--- src/rtl/sa_cache_2way.sv ---
// sa_cache_2way: two-way set-associative, write-through, no-write-allocate
// data cache with per-set LRU replacement.
//
// Misses and stores go through a small FSM (IDLE / REFILL / WRITE).
// The FSM talks to memory with a request/acknowledge handshake and holds
// the CPU with stall until the access is complete.
//
// Optional build macro CACHE_STATS_EN adds two free-running 32-bit counters,
// hit_count and miss_count, for load hits and load misses seen in IDLE.
module sa_cache_2way #(
    parameter int ADDR_WIDTH = 32,
    parameter int DATA_WIDTH = 32,
    parameter int SET_BITS   = 3
) (
    input  logic                  clk,
    input  logic                  rst_n,
    input  logic                  read_en,
    input  logic                  write_en,
    input  logic [ADDR_WIDTH-1:0] addr,
    input  logic [DATA_WIDTH-1:0] write_data,
    output logic [DATA_WIDTH-1:0] read_data,
    output logic                  hit,
    output logic                  miss,
    output logic                  stall,
    output logic                  mem_read_en,
    output logic                  mem_write_en,
    output logic [ADDR_WIDTH-1:0] mem_addr,
    output logic [DATA_WIDTH-1:0] mem_write_data,
    input  logic [DATA_WIDTH-1:0] mem_read_data,
    input  logic                  mem_valid
`ifdef CACHE_STATS_EN
    ,
    output logic [31:0]           hit_count,
    output logic [31:0]           miss_count
`endif
);

    localparam int NUM_SETS = 1 << SET_BITS;
    localparam int TAG_W    = ADDR_WIDTH - SET_BITS - 2;

    typedef enum logic [1:0] {
        ST_IDLE   = 2'd0,
        ST_REFILL = 2'd1,
        ST_WRITE  = 2'd2
    } state_t;

    state_t state_r;
    state_t state_next_s;

    // Storage: two ways of {valid, tag, data} per set, plus one LRU bit per set
    // that names the way to replace next.
    logic [NUM_SETS-1:0] valid0_r;
    logic [NUM_SETS-1:0] valid1_r;
    logic [NUM_SETS-1:0] lru_r;
    logic [TAG_W-1:0]      tag0_r  [NUM_SETS];
    logic [TAG_W-1:0]      tag1_r  [NUM_SETS];
    logic [DATA_WIDTH-1:0] data0_r [NUM_SETS];
    logic [DATA_WIDTH-1:0] data1_r [NUM_SETS];

    // Way chosen at miss time; the refill writes this way when memory answers.
    logic victim_r;

    logic [SET_BITS-1:0]   idx_s;
    logic [TAG_W-1:0]      tag_s;
    logic                  match0_s;
    logic                  match1_s;
    logic                  lookup_hit_s;
    logic [DATA_WIDTH-1:0] hit_data_s;
    logic                  victim_s;

    logic capture_victim_s;
    logic fill_s;
    logic rd_hit_s;
    logic rd_miss_s;
    logic wr_hit_s;

    // Byte-offset bits are not used: the cache only does word accesses.
    logic unused_byte_offset_s;
    assign unused_byte_offset_s = ^addr[1:0];

    assign idx_s        = addr[SET_BITS+1:2];
    assign tag_s        = addr[ADDR_WIDTH-1:SET_BITS+2];
    assign match0_s     = valid0_r[idx_s] && (tag0_r[idx_s] == tag_s);
    assign match1_s     = valid1_r[idx_s] && (tag1_r[idx_s] == tag_s);
    assign lookup_hit_s = match0_s || match1_s;
    assign hit_data_s   = match0_s ? data0_r[idx_s] : data1_r[idx_s];

    assign mem_addr       = {addr[ADDR_WIDTH-1:2], 2'b00};
    assign mem_write_data = write_data;

    // Victim choice: first invalid way (way0 first), otherwise the LRU way.
    always_comb begin
        if (!valid0_r[idx_s]) begin
            victim_s = 1'b0;
        end else if (!valid1_r[idx_s]) begin
            victim_s = 1'b1;
        end else begin
            victim_s = lru_r[idx_s];
        end
    end

    // FSM next state, CPU/memory outputs and the storage update strobes.
    always_comb begin
        state_next_s     = state_r;
        hit              = 1'b0;
        miss             = 1'b0;
        stall            = 1'b0;
        mem_read_en      = 1'b0;
        mem_write_en     = 1'b0;
        read_data        = {DATA_WIDTH{1'b0}};
        capture_victim_s = 1'b0;
        fill_s           = 1'b0;
        rd_hit_s         = 1'b0;
        rd_miss_s        = 1'b0;
        wr_hit_s         = 1'b0;
        case (state_r)
            ST_IDLE: begin
                if (write_en) begin
                    // Stores win over loads; the load request is ignored.
                    hit          = lookup_hit_s;
                    miss         = !lookup_hit_s;
                    stall        = 1'b1;
                    wr_hit_s     = lookup_hit_s;
                    state_next_s = ST_WRITE;
                end else if (read_en) begin
                    if (lookup_hit_s) begin
                        hit       = 1'b1;
                        read_data = hit_data_s;
                        rd_hit_s  = 1'b1;
                    end else begin
                        miss             = 1'b1;
                        stall            = 1'b1;
                        rd_miss_s        = 1'b1;
                        capture_victim_s = 1'b1;
                        state_next_s     = ST_REFILL;
                    end
                end else begin
                    state_next_s = ST_IDLE;
                end
            end
            ST_REFILL: begin
                mem_read_en = 1'b1;
                if (mem_valid) begin
                    read_data    = mem_read_data;
                    fill_s       = 1'b1;
                    state_next_s = ST_IDLE;
                end else begin
                    stall = 1'b1;
                end
            end
            ST_WRITE: begin
                mem_write_en = 1'b1;
                if (mem_valid) begin
                    state_next_s = ST_IDLE;
                end else begin
                    stall = 1'b1;
                end
            end
            default: begin
                state_next_s = ST_IDLE;
            end
        endcase
    end

    // State register.
    always_ff @(posedge clk) begin
        if (!rst_n) begin
            state_r <= ST_IDLE;
        end else begin
            state_r <= state_next_s;
        end
    end

    // Valid bits, LRU bits and the latched victim way.
    always_ff @(posedge clk) begin
        if (!rst_n) begin
            valid0_r <= {NUM_SETS{1'b0}};
            valid1_r <= {NUM_SETS{1'b0}};
            lru_r    <= {NUM_SETS{1'b0}};
            victim_r <= 1'b0;
        end else begin
            if (capture_victim_s) begin
                victim_r <= victim_s;
            end
            if (fill_s) begin
                if (victim_r) begin
                    valid1_r[idx_s] <= 1'b1;
                end else begin
                    valid0_r[idx_s] <= 1'b1;
                end
                lru_r[idx_s] <= ~victim_r;
            end else if (rd_hit_s || wr_hit_s) begin
                // The other way of the one just used becomes the replacement candidate.
                lru_r[idx_s] <= match0_s;
            end
        end
    end

    // Tag and data arrays: refill of the victim way, or store-hit data update.
    always_ff @(posedge clk) begin
        if (rst_n && fill_s) begin
            if (victim_r) begin
                tag1_r[idx_s]  <= tag_s;
                data1_r[idx_s] <= mem_read_data;
            end else begin
                tag0_r[idx_s]  <= tag_s;
                data0_r[idx_s] <= mem_read_data;
            end
        end else if (rst_n && wr_hit_s) begin
            if (match0_s) begin
                data0_r[idx_s] <= write_data;
            end else begin
                data1_r[idx_s] <= write_data;
            end
        end
    end

`ifdef CACHE_STATS_EN
    // Load hit/miss counters; they wrap naturally on overflow.
    always_ff @(posedge clk) begin
        if (!rst_n) begin
            hit_count  <= 32'd0;
            miss_count <= 32'd0;
        end else begin
            if (rd_hit_s) begin
                hit_count <= hit_count + 32'd1;
            end
            if (rd_miss_s) begin
                miss_count <= miss_count + 32'd1;
            end
        end
    end
`endif

endmodule

--- config.mk ---
export PLATFORM = sky130hd
export DESIGN_NAME = sa_cache_2way
export DESIGN_NICKNAME = d
export VERILOG_FILES = /design/src/rtl/sa_cache_2way.sv
export SDC_FILE = /design/constraint.sdc
export NUM_CORES = 1
export LEC_CHECK = 0
export ABC_AREA = 1
export CORE_ASPECT_RATIO = 2
export CORE_UTILIZATION = 35
export CTS_CLUSTER_DIAMETER = 50
export CTS_CLUSTER_SIZE = 24
export DETAILED_ROUTE_END_ITERATION = 6
export GPL_TIMING_DRIVEN = 0
export PLACE_DENSITY = 0.47
export SLEW_MARGIN = 25
export SYNTH_ARGS = -nofsm -noshare
export SYNTH_HDL_FRONTEND = slang
export SYNTH_SLANG_ARGS = --single-unit
--- constraint.sdc ---
create_clock -name clk -period 6.72 [get_ports clk]
set_clock_uncertainty 0.1 [all_clocks]
set_input_delay 1.344 -clock clk [delete_from_list [all_inputs] [get_ports clk]]
set_output_delay 1.344 -clock clk [all_outputs]
set_load 0.01 [all_outputs]
* Yosys cells after proc, flatten, opt, wreduce, memory -nomap -nowiden
Memories as Yosys holds them, arrays and structs flattened.
Index checks and enable logic that the tools add are counted.
** Storage, ports and cells
- Register bits :: 27
- Memory bits (writable) :: 944
- Input bits :: 101
- Memories kept :: 4
** Operators by class
- Order comparisons :: 2
- Equality and inequality tests :: 6
- Mux-type cells :: 62
- Bitwise operators :: 5
- Reduce and logical (&&, ||, !) cells :: 14
** Memories
- data0_r :: depth 8, width 32, rd ports 1, clocked after Yosys merged registers in 0, write ports 1, line 57 : logic [DATA_WIDTH-1:0] data0_r [NUM_SETS];
- data1_r :: depth 8, width 32, rd ports 1, clocked after Yosys merged registers in 0, write ports 1, line 58 : logic [DATA_WIDTH-1:0] data1_r [NUM_SETS];
- tag0_r :: depth 8, width 27, rd ports 1, clocked after Yosys merged registers in 0, write ports 1, line 55 : logic [TAG_W-1:0] tag0_r [NUM_SETS];
- tag1_r :: depth 8, width 27, rd ports 1, clocked after Yosys merged registers in 0, write ports 1, line 56 : logic [TAG_W-1:0] tag1_r [NUM_SETS];
** Operator list (number)
- 32-bit 2-to-1 mux :: 7
- 32-bit case mux with 2 select lines :: 1
- 27-bit equality test :: 2
- 1-bit 2-to-1 mux :: 40
- 8-bit bitwise mux :: 2
- 8-bit 2-to-1 mux :: 2
- 8-bit bitwise OR :: 2
- 1-bit binary-select mux with 3-bit select :: 3
- 2-bit 2-to-1 mux :: 4
- 2-bit AND reduction :: 3
- 1-bit logical AND :: 5
- 3-bit by 4-bit less-than comparator with 1-bit output, second input constant :: 1
- 4-bit != test, second input constant :: 1
- 2-bit case mux with 2 select lines :: 1
- 1-bit demux with 3-bit select :: 1
- 3-bit by 1-bit >= comparator with 1-bit output, second input constant :: 1
- 2-bit by 1-bit equality test with 1-bit output, second input constant :: 1
- 2-bit equality test, second input constant :: 1
- 2-bit zero test :: 1
- 1-bit logical OR :: 2
- 2-bit by 1-bit != test with 1-bit output, second input constant :: 1
- 1-bit bitwise OR :: 2
- 1-bit case mux with 2 select lines :: 1
- 2-bit nonzero test :: 1
- other kinds (3) :: 3

* Longest topological paths before layout
- Depth in word-level cells :: 11
- Gate-level depth with buffers :: 23
- Depth with buffers taken out :: 19

* Worst setup path after synthesis
No wires, ideal clock.
- Path type :: in2reg
- From :: input addr[2]
- To :: memory data0_r[5][0] (enable)
- Library setup time :: 0.432 ns
- Data arrival time :: 4.798 ns
- Required time :: 6.188 ns
- Setup slack :: 1.390 ns
- Stages :: 16
- Buffers on the path :: 5
- Path through :: buf_4 > buf_6 > buf_6 > buf_2 > o211ai_1 > nand2_1 > o21ai_1 > inv_1 > nor3_1 > nand3_1 > nor2_1 > nand2_1 > nand2_4 > nand4_4 > buf_2 > a21oi_1
** Between the ends
- Word-level cells in the longest chain between the ends :: 11
- Elaborated cells on any way between the ends :: 19
- Those cells by class :: eq/ne: 2; mux: 10; bitwise: 1; reduce/logical: 4; memory: 2
** RTL lines
- start: declaration :: line 19 : input logic [ADDR_WIDTH-1:0] addr,
- memory 8 x 27 bit, or another cell as far along
- 27-bit equality test, or another cell as far along :: line 83 : assign match0_s = valid0_r[idx_s] && (tag0_r[idx_s] == tag_s);
- 1-bit logical AND, on equally long branches :: line 83, 84
- 1-bit logical OR :: line 85 : assign lookup_hit_s = match0_s || match1_s;
- 1-bit 2-to-1 mux :: line 118 : if (write_en) begin
- 1-bit 2-to-1 mux :: line 116 : case (state_r)
- 1-bit logical AND :: line 209 : end else if (rst_n && wr_hit_s) begin
- 1-bit 2-to-1 mux :: line 209
- 1-bit 2-to-1 mux :: line 201 : if (rst_n && fill_s) begin
- 1-bit 2-to-1 mux (implied by the code) :: line 211 : data0_r[idx_s] <= write_data;
- 1-bit bitwise OR (no line)
- end: declaration :: line 57
Several ways; a longest one is shown, not always the timed one. The select of a mux whose other input is x is not followed.

* Worst setup path after layout
- From :: input addr[3]
- To :: output read_data[11]
** Between the ends
- Word-level cells in the longest chain between the ends :: 8
- Elaborated cells on any way between the ends :: 18
- Those cells by class :: eq/ne: 2; mux: 9; reduce/logical: 3; memory: 4
** RTL lines
- memory 8 x 27 bit, or another cell as far along
- 27-bit equality test, or another cell as far along :: line 83
- 1-bit logical AND, on equally long branches :: line 83, 84
- 32-bit 2-to-1 mux / 1-bit logical OR (equally long branches) :: line 86, 85
- 32-bit 2-to-1 mux * :: line 126 : if (lookup_hit_s) begin
- 32-bit 2-to-1 mux * :: line 125 : end else if (read_en) begin
- 32-bit 2-to-1 mux * :: line 118
- 32-bit case mux with 2 select lines * :: line 116
- end: declaration :: line 21 : output logic [DATA_WIDTH-1:0] read_data,
Mark *: on every way between the ends. The rest lies on a longest branch, timed or not. The select of a mux whose other input is x is not followed.

==> results.md <==
- Synth async-reset ratio: 0%
- Root buf cell: clkbuf_16
- Power Density: 242.3 nW/um^2
- Initial core utilization: 35.32%
- Seq/Total Area, Yosys: 71.01%
- Distinct cells, synth: 46
- Int Pwr: 8926 uW
- Hold Crit Class: flip-flop to flip-flop
- Worst skew pair latency: 0.69 ns
- Final Max Tran Viols: 0
- FF+latch area: 28890 sq um
- Crit path capture type: output pin
- Vias per cell: 5.147
- Critical path type: input pin to output pin
- Share of layout cells above drive strength 1: 13.46%
- Slew HR: 26.56%
- Routed Antenna Nets: 0
- Layout Cell Area excl Fill: 49080 sq um
- Area post-placement: 46420 sq um
- Fillcell total: 10850
- First-pass GRT wire length: 211.1 mm
- Grt ovf: 0
- Chip width: 243.1 um
- Via count: 27830
- Multi-input logic area: 9549 sq um
- Busiest grt layer: met2
- CTS Hold Bufs: 0
- Fin crit share: 99.48%
- Achievable Freq: 149.6 MHz
- RSZ-0062 raised after global routing: yes
- Gpl congestion: 0.9365
- CP max FO: 10
- Sink Count: 971
- GRT Util Overall: 25.90%
- Logic gate share of total power: 8.6%
- Top_reg_cell synth: edfxtp_1
- CORE AREA: 115200 sq um
- Min Hold Slack: 0.3601 ns
- EDFF count, synth: 944
- Crit path from: addr[3]
- Startpoint types: input pin
- DR iter-0 viols: 2090
- DP Wirelength: 114.1 mm
- DR DRC count: 0
- CTS tree: done
- Status: finished clean
- GR Util met3: 2.354%
- WP data arrival: 5.24 ns
- Clk slew on worst S/H paths: 0.08 ns
- Max rail drop VDD: 0.2000 mV
- Mapped cell area: 40680 sq um
- Leading area contributor after synthesis: edfxtp_1
- Inserted Clock Buffers: 60
- Die ar.: 117700 sq um
- Mean Syn Cell Area: 11.57 sq um
- DR WL/cell: 28.33 um
- Sequential Power Share: 55.8%
- Hold_sp: valid0_r[7]
- M2 GR Usage: 50.33%
- Drt first pass iters: 5
- Std cell rows: 176
- Pin count of the biggest net entering global routing: 26
- Post-synth top area share: 69.68%
- Top Ports: 202
- WL final: 153.2 mm
- Worst slew pin tran: 1.094 ns
- Final setup violation count: 0
- Final net count: 3949
- FF-to-FF Start: tag0_r[0][4]
- Hold Vio Cnt, Final: 0
- Warnings from Yosys: 0
- Worst path required time: 5.28 ns
- Met1 Use GR: 25.83%
- Pleak: 0.01841 uW
- Initial antenna violation count: 2
- CTS max path bufs: 3
- Port bufs: 196
- Switch Pwr: 2967 uW
- Die height: 484.1 um
- Mapped Cells: 3515
- Clock share of power: 35.6%
- Max-cap violation count: 0
- Area Growth Syn to Fin: 20.66%
- Switching share of power: 24.95%
- H-Tree Depth: 2
- Top area cells in the synthesized netlist: edfxtp_1 70%, nand2_1 7.8%, inv_1 3.5%, o22ai_1 3.0%, nand3_1 2.5%
- Synthesis-stage register bit count: 971
- Tmin final: 6.685 ns
- Vias in the first global route: 27330
==> what timing repair did <==
item / in CTS / in global routing
endpoints found under the hold margin: 0 / 0
resized for setup: 157 / 32
pin swaps: 6 / 2
setup endpoints to repair: 35 / 26
setup buffers: 11 / 2
==> critical path, stage by stage <==
cell,delay (ns)
dlygate4sd2_1,0.30
buf_8,0.19
nor2_4,0.12
buf_4,0.17
buf_6,0.18
nand3_1,0.09
nand2_1,0.21
o21ai_1,0.11
nand2_1,0.22
nand3_1,0.24
nor2_1,0.16
nand2_1,0.07
nor2_2,0.19
nand3_4,0.13
clkbuf_4,0.26
o21ai_1,0.30
nand3_1,0.22
nand2_1,0.14
clkdlybuf4s50_1,0.55
==> routing by layer <==
layer	up-vias	share of wire [%]	routed length, um
met4	0	7.5	11530
met3	284	3.6	5515
li1	12790	-	-
met2	883	55	84510
met5	-	0	0
met1	13880	34	51620
==> synthesized netlist by cell type, types with 2 or more instances <==
cell type	instances
buf_6	3
buf_1	20
or4_1	18
edfxtp_1	944
or2_1	8
nand3_1	201
nand3b_1	10
inv_2	8
inv_1	381
nor3_1	49
a22oi_1	3
o211ai_1	21
nand2_4	3
a21oi_1	54
buf_4	80
nor2_4	3
nor4_1	16
nand2_2	3
dfxtp_1	27
o21ai_0	63
nand2_1	849
clkbuf_1	37
nand4_4	2
o221ai_1	33
nor2_2	3
buf_2	86
o21ai_1	102
or2_2	30
o22ai_1	196
o22a_1	8
nor2_1	233
ha_1	4
o21bai_1	4
==> per-stage QoR <==
| stage | util [%] | power (uW) | TNS, ns | setup WS [ns] | std cells |
|---|---|---|---|---|---|
| after floorplan | - | 7216 | 0 | 1.390 | 3516 |
| after global placement | 38.67 | 7758 | -2129.66 | -3.203 | 5225 |
| after detailed placement | 40.31 | 7767 | -41.09 | -1.541 | 5286 |
| after CTS | 42.56 | 11960 | 0 | 0.003030 | 5407 |
| after global routing | 42.62 | 12200 | -0.03786 | -0.02056 | 5406 |
| final | 42.62 | 11890 | 0 | 0.03505 | 5407 |
==> cell families (layout without fill, tap and decap cells) <==
| kind of cell | count (synthesis) | after routing | synth area share (%) |
|---|---|---|---|
| buffers and inverters | 616 | 992 | 6.742 |
| other | 1 | 4 | 0.009218 |
| AOI/OAI and AO/OA | 489 | 489 | 7.218 |
| DFF | 971 | 971 | 71.01 |
| adders and majority gates | 4 | 4 | 0.1230 |
| and+or+nand+nor | 1433 | 1433 | 14.88 |
| xor gates and xnor gates | 1 | 1 | 0.02153 |
==> layout make-up <==
type / count / share of cell area [%]
timing repair buffer: 270 / 7.405
tap: 1513 / 3.857
clock inverter: 41 / 1.122
sequential: 971 / 58.85
inverter: 390 / 3.000
antenna: 2 / 0.01020
multi-input combinational: 1929 / 19.45
buffer: 222 / 3.087
clock buffer: 69 / 3.212
==> path summary, 6_finish.rpt <==
kind	end	slack [ns]	cells past startpoint
worst max register to register	data1_r[4][30]	2.17	16
worst max-delay path	read_data[11]	0.04	19
worst min-delay path	valid0_r[7]	0.36	2
worst min register to register	valid0_r[7]	0.36	2
==> cell usage in the layout (no fill, tap or decap), drive strengths merged, types with 2 or more instances in the layout <==
cell and instances:
ha 4, o211ai 22, nor3 49, edfxtp 944, dlygate4sd2 3, dfxtp 27, inv 406, o22a 8
nor4 16, nand3 202, o22ai 196, clkdlybuf4s15 2, clkinvlp 4, clkdlybuf4s50 184, nand3b 10, a22oi 3
o21ai 165, bufinv 5, or4 18, nand4 3, nor2 239, clkinv 16, nand2 855, o21bai 4
o221ai 33, conb 2, a21oi 54, or2 39, diode 2, buf 251, clkbuf 119
==> flip-flops by register name, indices dropped and copies added, names as in the netlist <==
register and count:
data0_r 256, state_r 2, valid1_r 8, data1_r 256
victim_r 1, valid0_r 8, tag1_r 216, lru_r 8
tag0_r 216
==> power groups by stage <==
| stage | sequential (uW) | clock (uW) | combinational [uW] |
|---|---|---|---|
| 2_1_floorplan | 6770 | 0 | 442 |
| 3_3_place_gp | 6780 | 0 | 980 |
| 3_5_place_dp | 6780 | 0 | 991 |
| 4_1_cts | 6640 | 4300 | 1020 |
| 5_1_grt | 6640 | 4490 | 1070 |
| 6_report | 6640 | 4240 | 1020 |
Power figures use the tool's default switching activity.
